## src/rtl/usb_sdi_tx.sv

```systemverilog
// Avalon-MM slave that serialises bytes MSB first onto sclk/sdi (SPI mode 0).
// Software drives cs_n via CONTROL; done/overrun events can raise a level interrupt.
module usb_sdi_tx #(
  parameter int unsigned CLK_DIV = 4
) (
  input  logic        clk,
  input  logic        reset,
  input  logic        chipselect,
  input  logic [1:0]  address,
  input  logic        write_n,
  input  logic [31:0] writedata,
  output logic [31:0] readdata,
  output logic        sclk,
  output logic        sdi,
  output logic        cs_n,
  output logic        irq
);

  localparam logic [7:0] DivLast = 8'(CLK_DIV - 1);

  typedef enum logic [1:0] {
    StIdle,
    StLow,
    StHigh
  } state_e;

  state_e      r_state;
  state_e      w_state_nxt;
  logic [7:0]  r_div_cnt;
  logic [7:0]  w_div_cnt_nxt;
  logic [2:0]  r_bit_cnt;
  logic [2:0]  w_bit_cnt_nxt;
  logic [7:0]  r_shift;
  logic [7:0]  w_shift_nxt;
  logic [7:0]  r_txdata;
  logic [1:0]  r_ctrl;
  logic        r_done;
  logic        r_overrun;
  logic [31:0] r_readdata;
  logic [31:0] w_rdata;

  logic w_wr;
  logic w_tx_wr;
  logic w_ctrl_wr;
  logic w_ev_wr;
  logic w_busy;
  logic w_accept;
  logic w_overrun_set;
  logic w_done_set;
  logic w_div_end;
  logic w_unused_wdata;

  assign w_wr      = chipselect & ~write_n;
  assign w_tx_wr   = w_wr & (address == 2'd0);
  assign w_ctrl_wr = w_wr & (address == 2'd2);
  assign w_ev_wr   = w_wr & (address == 2'd3);
  assign w_busy    = (r_state != StIdle);
  assign w_div_end = (r_div_cnt == DivLast);

  // A write landing on the completing edge still sees a busy FSM, so it is rejected.
  assign w_accept      = w_tx_wr & ~w_busy;
  assign w_overrun_set = w_tx_wr & w_busy;

  assign w_unused_wdata = ^writedata[31:8];

  always_comb begin
    w_state_nxt   = r_state;
    w_div_cnt_nxt = r_div_cnt;
    w_bit_cnt_nxt = r_bit_cnt;
    w_shift_nxt   = r_shift;
    w_done_set    = 1'b0;
    unique case (r_state)
      StIdle: begin
        if (w_accept) begin
          w_state_nxt   = StLow;
          w_div_cnt_nxt = 8'd0;
          w_bit_cnt_nxt = 3'd0;
          w_shift_nxt   = writedata[7:0];
        end
      end
      StLow: begin
        if (w_div_end) begin
          w_state_nxt   = StHigh;
          w_div_cnt_nxt = 8'd0;
        end else begin
          w_div_cnt_nxt = r_div_cnt + 8'd1;
        end
      end
      StHigh: begin
        if (w_div_end) begin
          w_div_cnt_nxt = 8'd0;
          if (r_bit_cnt == 3'd7) begin
            w_state_nxt   = StIdle;
            w_bit_cnt_nxt = 3'd0;
            w_done_set    = 1'b1;
          end else begin
            // Shifting only here keeps sdi stable across the whole high phase.
            w_state_nxt   = StLow;
            w_bit_cnt_nxt = r_bit_cnt + 3'd1;
            w_shift_nxt   = {r_shift[6:0], 1'b0};
          end
        end else begin
          w_div_cnt_nxt = r_div_cnt + 8'd1;
        end
      end
      default: begin
        w_state_nxt = StIdle;
      end
    endcase
  end

  always_comb begin
    w_rdata = '0;
    case (address)
      2'd0:    w_rdata[7:0] = r_txdata;
      2'd1:    w_rdata[2:0] = {r_overrun, r_done, w_busy};
      2'd2:    w_rdata[1:0] = r_ctrl;
      2'd3:    w_rdata[1:0] = {r_overrun, r_done};
      default: w_rdata      = '0;
    endcase
  end

  always_ff @(posedge clk) begin
    if (reset) begin
      r_state    <= StIdle;
      r_div_cnt  <= 8'd0;
      r_bit_cnt  <= 3'd0;
      r_shift    <= 8'd0;
      r_txdata   <= 8'd0;
      r_ctrl     <= 2'd0;
      r_done     <= 1'b0;
      r_overrun  <= 1'b0;
      r_readdata <= 32'd0;
    end else begin
      r_state    <= w_state_nxt;
      r_div_cnt  <= w_div_cnt_nxt;
      r_bit_cnt  <= w_bit_cnt_nxt;
      r_shift    <= w_shift_nxt;
      if (w_accept) begin
        r_txdata <= writedata[7:0];
      end
      if (w_ctrl_wr) begin
        r_ctrl <= writedata[1:0];
      end
      // Set beats a coincident clear from an EVENT write.
      r_done     <= w_done_set | (r_done & ~w_ev_wr);
      r_overrun  <= w_overrun_set | (r_overrun & ~w_ev_wr);
      r_readdata <= w_rdata;
    end
  end

  assign readdata = r_readdata;
  assign sclk     = (r_state == StHigh);
  assign sdi      = (r_state == StIdle) ? 1'b1 : r_shift[7];
  assign cs_n     = ~r_ctrl[0];
  assign irq      = r_done & r_ctrl[1];

endmodule

```

## config.mk

```make
export PLATFORM = sky130hd
export DESIGN_NAME = usb_sdi_tx
export DESIGN_NICKNAME = d
export VERILOG_FILES = /design/src/rtl/usb_sdi_tx.sv
export SDC_FILE = /design/constraint.sdc
export NUM_CORES = 1
export LEC_CHECK = 0
export CAP_MARGIN = 20
export CORE_UTILIZATION = 43
export DETAILED_ROUTE_END_ITERATION = 7
export GPL_ROUTABILITY_DRIVEN = 1
export PLACE_DENSITY_LB_ADDON = 0.2
export SETUP_SLACK_MARGIN = 0.3
export SKIP_LAST_GASP = 1
export SLEW_MARGIN = 40
export SYNTH_ARGS = -nofsm -noshare
export SYNTH_HDL_FRONTEND = slang
export SYNTH_SLANG_ARGS = --single-unit
```

## constraint.sdc

```tcl
create_clock -name clk -period 2.1 [get_ports clk]
set_input_delay 0.42 -clock clk [delete_from_list [all_inputs] [get_ports clk]]
set_output_delay 0.42 -clock clk [all_outputs]
set_load 0.02 [all_outputs]
```

==> results of run 1 <==
-- state kept, by name (all words and copies together) (netlist names), 2 cells and up --
name	cells
r_ctrl	2
r_txdata	8
readdata	8
r_state	2
r_shift	8
r_div_cnt	8
r_bit_cnt	3
-- power groups by stage --
| stage | sequential [mW] | clock [mW] | combinational [mW] |
|---|---|---|---|
| 3_5_place_dp | 0.938 | 0 | 0.609 |
| 6_report | 0.920 | 0.659 | 0.671 |
| 4_1_cts | 0.922 | 0.675 | 0.628 |
| 3_3_place_gp | 0.934 | 0 | 0.606 |
| 2_1_floorplan | 0.930 | 0 | 0.461 |
| 5_1_grt | 0.931 | 0.707 | 0.748 |
-- stage by stage --
step	power [mW]	std cells
3_5_place_dp	1.548	320
5_1_grt	2.386	332
4_1_cts	2.225	329
2_1_floorplan	1.391	243
3_3_place_gp	1.540	320
6_report	2.250	332
-- per-layer routing --
metal | global-route usage, % | share of wire (%) | up-vias
met2 | 26.79 | 47 | 37
met1 | 24.08 | 49 | 750
met3 | 3.333 | 3.4 | 7
li1 | - | - | 813
met4 | 5.882 | 1.3 | 0
met5 | 0 | 0 | -
-- placed cells by master, fill, tap and decap left out, types with 2 or more instances in the layout --
| cell | Yosys | routed |
|---|---|---|
| dfxtp_1 | 41 | 39 |
| conb_1 | 1 | 24 |
| buf_4 | 27 | 22 |
| a21oi_1 | 22 | 20 |
| clkdlybuf4s50_1 | 0 | 18 |
| nor2_1 | 17 | 17 |
| mux2i_1 | 16 | 16 |
| nand2_1 | 9 | 8 |
| and2_1 | 7 | 7 |
| o21ai_0 | 7 | 7 |
| xnor2_1 | 7 | 7 |
| a311oi_1 | 7 | 7 |
| ha_1 | 8 | 6 |
| clkbuf_8 | 0 | 6 |
| inv_1 | 5 | 5 |
| dlygate4sd2_1 | 0 | 5 |
| nand3_1 | 4 | 4 |
| nor3_1 | 3 | 3 |
| buf_6 | 2 | 3 |
| nor2b_1 | 4 | 2 |
| nand4b_1 | 2 | 2 |
| a21bo_2 | 2 | 2 |
| a2111oi_4 | 2 | 2 |
| a211oi_1 | 2 | 2 |
| nand4_1 | 2 | 2 |
| nand3b_1 | 2 | 2 |
| ha_2 | 0 | 2 |
| dfxtp_2 | 0 | 2 |
-- what timing repair did --
item,4_1_cts,5_1_grt
endpoints found under the hold margin,0,0
gates resized for setup,20,9
setup buffers,1,3
pin swaps,6,0
cloned,0,0
setup endpoints to repair,32,13
-- cells by family after synthesis --
kind of cell             after synthesis  synth area share (%)
XOR/XNOR                               7                 2.903
AO/OA/AOI/OAI                         48                 16.29
flip-flops                            41                 38.86
buffers and inverters                 40                 12.68
multiplexers                          18                 9.893
adder cells (fa/ha/maj)                8                 4.740
AND/OR/NAND/NOR                       57                 14.45
other                                  1                0.1776
-- worst max-delay path, stage by stage (launching register included) --
cell     delay [ps]
dfxtp_2         330
inv_1            80
ha_2            200
or2_2           270
buf_4           160
-- cell type report --
cell class	count	area, sq um	area share, %
inverter	5	18.77	0.7082
sequential	41	823.3	31.07
multi-input combinational	162	1174	44.29
clock inverter	1	30.03	1.133
clock buffer	7	86.33	3.258
timing repair buffer	49	434.2	16.38
tap	67	83.83	3.163
-- path summary, 6_finish.rpt --
| path | start | endpoint | slack, ps | depth (start not counted) |
|---|---|---|---|---|
| min | r_txdata[3] | readdata[3] | 460 | 1 |
| min reg2reg | r_txdata[3] | readdata[3] | 460 | 1 |
| max | r_state[0] | sdi | 360 | 4 |
| max reg2reg | r_state[0] | r_div_cnt[7] | 430 | 6 |
==> flow_metrics.env, run 1 <==
export IMPL_cts_htree_levels=2
export IMPL_p_leak_nw=1.073
export IMPL_yosysMostFrequentCell="dfxtp_1"
export IMPL_worstPathRequired_ps=1680
export IMPL_dr_pass1_iters=4
export IMPL_ys_ff_latch=41
export IMPL_die_h_um=72.09
export IMPL_setup_viol=0
export IMPL_cts_num_sinks=41
export IMPL_grt_max_degree=18
export IMPL_synth_area_leaders="dfxtp_1 (39%), buf_4 (9.6%), mux2i_1 (7.6%)"
export IMPL_preCtsSetupSlack_ps=-139.5
export IMPL_fin_skew_ps=5.485
export IMPL_peakVddDrop_uv=482.1
export IMPL_netlist_area_leader_share_pct=38.86
export IMPL_utilization_pct=56.11
export IMPL_clock_root_buffer="clkbuf_8"
export IMPL_cp_end_kind="primary output"
export IMPL_cts_buffers=5
export IMPL_hold_class="register to register"
export IMPL_syn_inst=220
export IMPL_nFillCells=431
export IMPL_maxSlewViolCount=0
export IMPL_max_slew_worst_pin_slew_ps=548.0
export IMPL_ys_async_sr_fraction_pct=0
export IMPL_outcome="completed"
export IMPL_fin_nets=310
export IMPL_final_cell_area_sq_um=2650
export IMPL_clockPowerShare_pct=29.3
export IMPL_rows=25
export IMPL_totalWireLength_mm=4.129
export IMPL_grt_pass1_wl_mm=7.017
export IMPL_route_vias_total=1607
export IMPL_core_sq_um=4723
export IMPL_ios=74
export IMPL_rsz0062_at_grt="yes"
export IMPL_drt_iter0_drc=60
export IMPL_p_per_area_nw_per_um2=848.9
export IMPL_wire_per_inst_um=12.44
export IMPL_maxCapViolCount=0
export IMPL_path_class="register to primary output"
export IMPL_synth_main_ff_cell="dfxtp_1"
export IMPL_place_area_sq_um=2445
export IMPL_dp_hpwl_mm=2.864
export IMPL_gp_congestion=0.7731
export IMPL_synth_area_sq_um=2112
export IMPL_clk_insertion_delay_late_ps=290
export IMPL_final_antenna_net_count=0
export IMPL_synth_edff_count=0
export IMPL_grt_total_usage_pct=17.27
export IMPL_syn_area_per_cell_sq_um=9.600
export IMPL_fmax_ghz=0.5735
export IMPL_finalCritPeriodShare_pct=83.03
export IMPL_vias_per_cell=4.840
export IMPL_grt_pass1_vias=1513
export IMPL_diodes=0
export IMPL_comb_power_share_pct=29.8
export IMPL_overflow=0
export IMPL_synth_warnings=0
export IMPL_internal_power_mw=1.565
export IMPL_area_delta_synth_final_pct=25.47
export IMPL_final_setup_tns_ps=0
export IMPL_path_clk_slew_ps=80
export IMPL_drive_gt1_share_pct=20.00
export IMPL_die_area_sq_um=5196
export IMPL_ys_types=41
export IMPL_yosysSeqAreaShare_pct=38.86
export IMPL_finalWorstSetupSlack_ps=356.3
export IMPL_period_needed_ps=1744
export IMPL_port_buffers=25
export IMPL_initial_core_util_pct=44.72
export IMPL_die_w_um=72.09
export IMPL_p_switching_uw=684.5
export IMPL_worstPathArrival_ps=1320
export IMPL_cts_hold_buf=0
export IMPL_clockBufferDepth=2
export IMPL_netlist_top_cells_count="dfxtp_1 (41), buf_4 (27), a21oi_1 (22), nor2_1 (17), mux2i_1 (16)"
export IMPL_crit_path_start_kind="register"
export IMPL_sw_frac_of_total_pct=30.43
export IMPL_antenna_found_initial=0
export IMPL_cts_tree="built"
export IMPL_whs_ps=456.4
export IMPL_seqPwrFrac_pct=40.9
export IMPL_slew_limit_headroom_pct=63.19
export IMPL_cp_max_fo=3
export IMPL_drc=0
export IMPL_hold_violations=0
export IMPL_synth_top_area_cell="dfxtp_1"
Note: power is estimated with default switching activity, not from simulation.
==> run 2: changes to the inputs <==
Clock period 2.1 ns to 1.7 ns, I/O delays scaled along.
==> flow_metrics.env, run 2 (synthesis gave the netlist of run 1 again) <==
export IMPL_drt_iter0_drc=80
export IMPL_seq_area_sq_um=830.8
export IMPL_clockBufferDepth=2
export IMPL_initial_core_util_pct=44.72
export IMPL_worstPathRequired_ps=1360
export IMPL_clk_insertion_delay_late_ps=300
export IMPL_gp_congestion=0.7881
export IMPL_layout_common_cells="dfxtp_1 (35), buf_4 (34), conb_1 (24), mux2i_1 (16), nor2_1 (16)"
export IMPL_fin_nets=335
export IMPL_cp_end_kind="primary output"
export IMPL_p_per_area_nw_per_um2=1034
export IMPL_grt_max_degree=19
export IMPL_dp_hpwl_mm=2.963
export IMPL_cts_buffers=5
export IMPL_drc=0
export IMPL_final_cell_area_sq_um=3157
export IMPL_clock_root_buffer="clkbuf_8"
export IMPL_fin_skew_ps=5.154
export IMPL_area_delta_synth_final_pct=49.47
export IMPL_die_area_sq_um=5196
export IMPL_rsz0062_at_grt="yes"
export IMPL_cts_htree_levels=2
export IMPL_final_antenna_net_count=0
export IMPL_peakVddDrop_uv=555.9
export IMPL_utilization_pct=66.83
export IMPL_totalWireLength_mm=5.320
export IMPL_fmax_ghz=0.6274
export IMPL_nFillCells=339
export IMPL_grt_pass1_wl_mm=7.803
export IMPL_die_w_um=72.09
export IMPL_vias_per_cell=4.958
export IMPL_worstPathArrival_ps=1250
export IMPL_setup_viol=0
export IMPL_final_common_cell="dfxtp_1"
export IMPL_outcome="completed"
export IMPL_path_clk_slew_ps=70
export IMPL_cp_max_fo=3
export IMPL_place_area_sq_um=2532
export IMPL_overflow=0
export IMPL_grt_pass1_vias=1614
export IMPL_hold_class="input port to register"
export IMPL_die_h_um=72.09
export IMPL_finalCritPeriodShare_pct=93.76
export IMPL_antenna_found_initial=0
export IMPL_whs_ps=387.7
export IMPL_route_vias_total=1765
export IMPL_dr_pass1_iters=4
export IMPL_port_buffers=25
export IMPL_ios=74
export IMPL_cts_tree="built"
export IMPL_wire_per_inst_um=14.94
export IMPL_p_leak_nw=1.285
export IMPL_path_class="register to primary output"
export IMPL_crit_path_start_kind="register"
export IMPL_cts_num_sinks=41
export IMPL_dp_cells=326
export IMPL_maxCapViolCount=0
export IMPL_multiInputGateArea_sq_um=1453
export IMPL_diodes=0
export IMPL_cts_hold_buf=0
export IMPL_drive_gt1_share_pct=42.56
export IMPL_maxSlewViolCount=0
export IMPL_hold_violations=0
export IMPL_finalNonFillerCells=356
export IMPL_core_sq_um=4723
export IMPL_rows=25
export IMPL_period_needed_ps=1594
export IMPL_grt_total_usage_pct=19.71
## run 2: cell types whose count changed in the layout (fill, tap and decap cells not counted), moves of 5 or more
cell	delta
a21oi_1	-13
a21oi_2	+11
a311oi_1	-5
a311oi_2	+5
buf_2	+5
buf_4	+12
buf_6	+9
clkdlybuf4s50_1	-9
ha_4	+5
## run 2: through the flow
step                setup WS (ps)  TNS, ps  total power, mW
floorplan                  -32.01   -192.2            1.764
global placement           -396.9    -8642            1.964
detailed placement         -417.9    -8882            1.971
CTS                         100.7        0            3.023
global route                59.70        0            3.406
finish                      106.1        0            3.263
## run 2: repair_timing
action	in CTS	in global routing
pin swaps	29	15
cloned	1	1
setup buffers	12	9
resized for setup	98	27
setup endpoints to repair	45	35
## run 2: where the power goes
part           internal, mW  switching (mW)  total (mW)  leakage [nW]
clock network         0.427           0.338       0.765        0.0540
registers              1.08          0.0828        1.16         0.335
logic                 0.678           0.656        1.33         0.895
## run 2: worst paths after layout
| path | slack [ps] | end | startpoint | cells past startpoint |
|---|---|---|---|---|
| setup / recovery | 110 | sdi | r_state[1] | 4 |
| hold / removal | 390 | readdata[2] | address[1] | 3 |
| setup reg to reg | 130 | r_shift[0] | r_state[1] | 7 |
| hold reg to reg | 460 | readdata[7] | r_txdata[7] | 1 |
## run 2: layer usage
layer | routed length (um) | part of all wire, % | global-route usage (%)
met1 | 2364 | 44 | 24.63
met5 | 0 | 0 | 0
met4 | 87 | 1.6 | 6.972
met3 | 192 | 3.6 | 4.444
met2 | 2675 | 50 | 33.33
## run 2: layout make-up
cell class,instances,share of cell area [%]
Inverter,5,0.6738
Tap cell,67,2.656
Clock inverter,2,1.110
Timing Repair Buffer,73,21.05
Multi-Input combinational cell,163,46.02
Clock buffer,5,2.180
Sequential cell,41,26.32
## run 2: worst max-delay path: stages, from the launching register on
cell	delay (ps)
dfxtp_2	360
inv_2	60
ha_4	170
or2_4	230
buf_6	130
==> run 3: changes to the inputs <==
Settings changed: SETUP_SLACK_MARGIN 0.3 to 0.02.
==> flow_metrics.env, run 3 (synthesis gave the netlist of run 1 again) <==
export IMPL_outcome="completed"
export IMPL_clock_root_buffer="clkbuf_8"
export IMPL_grt_total_usage_pct=17.70
export IMPL_maxSlewViolCount=0
export IMPL_route_vias_total=1703
export IMPL_clk_insertion_delay_late_ps=300
export IMPL_preCtsSetupSlack_ps=-482.1
export IMPL_fin_nets=320
export IMPL_path_class="register to primary output"
export IMPL_critPathLaunch="r_state[0]"
export IMPL_multiInputGateArea_sq_um=1215
export IMPL_crit_path_top_delay_cell="dfxtp_2"
export IMPL_area_delta_synth_final_pct=33.18
export IMPL_overflow=0
export IMPL_p_per_area_nw_per_um2=1082
export IMPL_die_area_sq_um=5196
export IMPL_rr_worst_depth=6
export IMPL_grt_pass1_wl_mm=7.203
export IMPL_cp_end_kind="primary output"
export IMPL_cts_hold_buf=0
export IMPL_path_clk_slew_ps=90
export IMPL_clockBufferDepth=2
export IMPL_layout_common_cells="dfxtp_1 (38), buf_4 (27), conb_1 (24), a21oi_1 (19), clkdlybuf4s50_1 (18)"
export IMPL_utilization_pct=59.55
export IMPL_min_path_cells=1
export IMPL_drc=0
export IMPL_antenna_found_initial=0
export IMPL_fmax_ghz=0.6065
export IMPL_fin_skew_ps=6.087
export IMPL_hold_class="register to register"
export IMPL_die_h_um=72.09
export IMPL_hold_violations=0
export IMPL_drive_gt1_share_pct=25.45
export IMPL_wire_per_inst_um=13.17
export IMPL_vias_per_cell=4.980
export IMPL_cts_buffers=5
export IMPL_grt_max_degree=19
export IMPL_setup_viol=0
export IMPL_grt_pass1_vias=1561
export IMPL_hp_start="r_txdata[6]"
export IMPL_dp_hpwl_mm=3.047
export IMPL_nFillCells=429
export IMPL_initial_core_util_pct=44.72
export IMPL_finalWorstSetupSlack_ps=51.31
export IMPL_cp_max_fo=3
export IMPL_p_leak_nw=1.137
export IMPL_period_needed_ps=1649
export IMPL_port_buffers=25
export IMPL_crit_cells=4
export IMPL_die_w_um=72.09
export IMPL_path_buf_inv=2
export IMPL_crit_path_start_kind="register"
export IMPL_totalWireLength_mm=4.505
export IMPL_gp_congestion=0.7807
export IMPL_finalCritPeriodShare_pct=96.98
export IMPL_worstPathArrival_ps=1310
export IMPL_path_cells="inv_1, ha_2, or2_2, buf_6"
export IMPL_seq_area_sq_um=824.5
export IMPL_crit_family="flip-flops"
export IMPL_maxCapViolCount=0
export IMPL_rows=25
export IMPL_diodes=0
export IMPL_timing_rr_start="r_state[0]"
export IMPL_ios=74
export IMPL_final_common_cell="dfxtp_1"
export IMPL_cts_htree_levels=2
export IMPL_dr_pass1_iters=4
export IMPL_final_antenna_net_count=0
export IMPL_rsz0062_at_grt="yes"
export IMPL_drt_iter0_drc=80
export IMPL_peakVddDrop_uv=638.2
export IMPL_worstPathRequired_ps=1360
export IMPL_core_sq_um=4723
export IMPL_cts_tree="built"
export IMPL_cts_num_sinks=41
export IMPL_slowest_delay_ps=340
-- run 3: cell count changes in the layout (fill, tap and decap cells not counted), sizes merged --
cell	change
clkinv	-1
dlygate4sd2	-4
clkbuf	-1
inv	+1
clkdlybuf4s15	+1
clkdlybuf4s50	+9
buf	-20
bufinv	+1
-- run 3: worst reg2reg max path, delay by kind of cell (launching register included) --
| family | cells | cell delay [ps] |
|---|---|---|
| xor+xnor | 1 | 170 |
| compound gates | 1 | 270 |
| buf+inv | 1 | 140 |
| flops | 1 | 330 |
| fa+ha+maj | 1 | 250 |
| simple gates | 2 | 370 |
-- run 3: layout make-up --
class | count | share of cell area (%)
Multi-Input combinational cell | 163 | 43.19
Sequential cell | 41 | 29.31
Timing Repair Buffer | 58 | 18.95
Tap cell | 67 | 2.980
Clock buffer | 5 | 2.447
Clock inverter | 3 | 2.447
Inverter | 5 | 0.6673
-- run 3: worst paths after layout --
path / endpoint / slack, ps
worst max-delay path: sdi / 50
worst min-delay path: readdata[6] / 460
worst max register to register: r_div_cnt[7] / 80
worst min register to register: readdata[6] / 460
-- run 3: power breakdown --
group | total [mW] | internal (mW) | switching [mW]
combinational | 0.939 | 0.451 | 0.488
clock | 0.965 | 0.591 | 0.373
sequential | 1.14 | 1.08 | 0.0624
-- run 3: what timing repair did --
item / 4_1_cts / 5_1_grt
buffers inserted: 2 / 1
setup endpoints to repair: 23 / 23
cloned: 1 / 0
hold endpoints to repair: 0 / 0
resized for setup: 19 / 17
pin swaps: 3 / 5
-- run 3: metal layers --
| layer | up-vias | routed length, um | GRT usage [%] |
|---|---|---|---|
| met2 | 49 | 2191 | 29.91 |
| met4 | 0 | 102 | 7.625 |
| met1 | 805 | 2061 | 22.01 |
| met5 | - | 0 | 0 |
| li1 | 839 | - | - |
| met3 | 10 | 149 | 3.333 |
-- run 3: per-stage QoR --
step,instance area (sq um),cells,hold WS [ps],setup TNS (ps),power (mW)
floorplan,2227,243,429.5,-440.1,1.730
global placement,2551,330,441.9,-9203,1.986
detailed placement,2551,330,444.2,-10110,1.996
CTS,2741,341,465.4,-31.47,3.003
global route,2813,342,495.8,-12.76,3.196
finish,2813,342,460.9,0,3.044
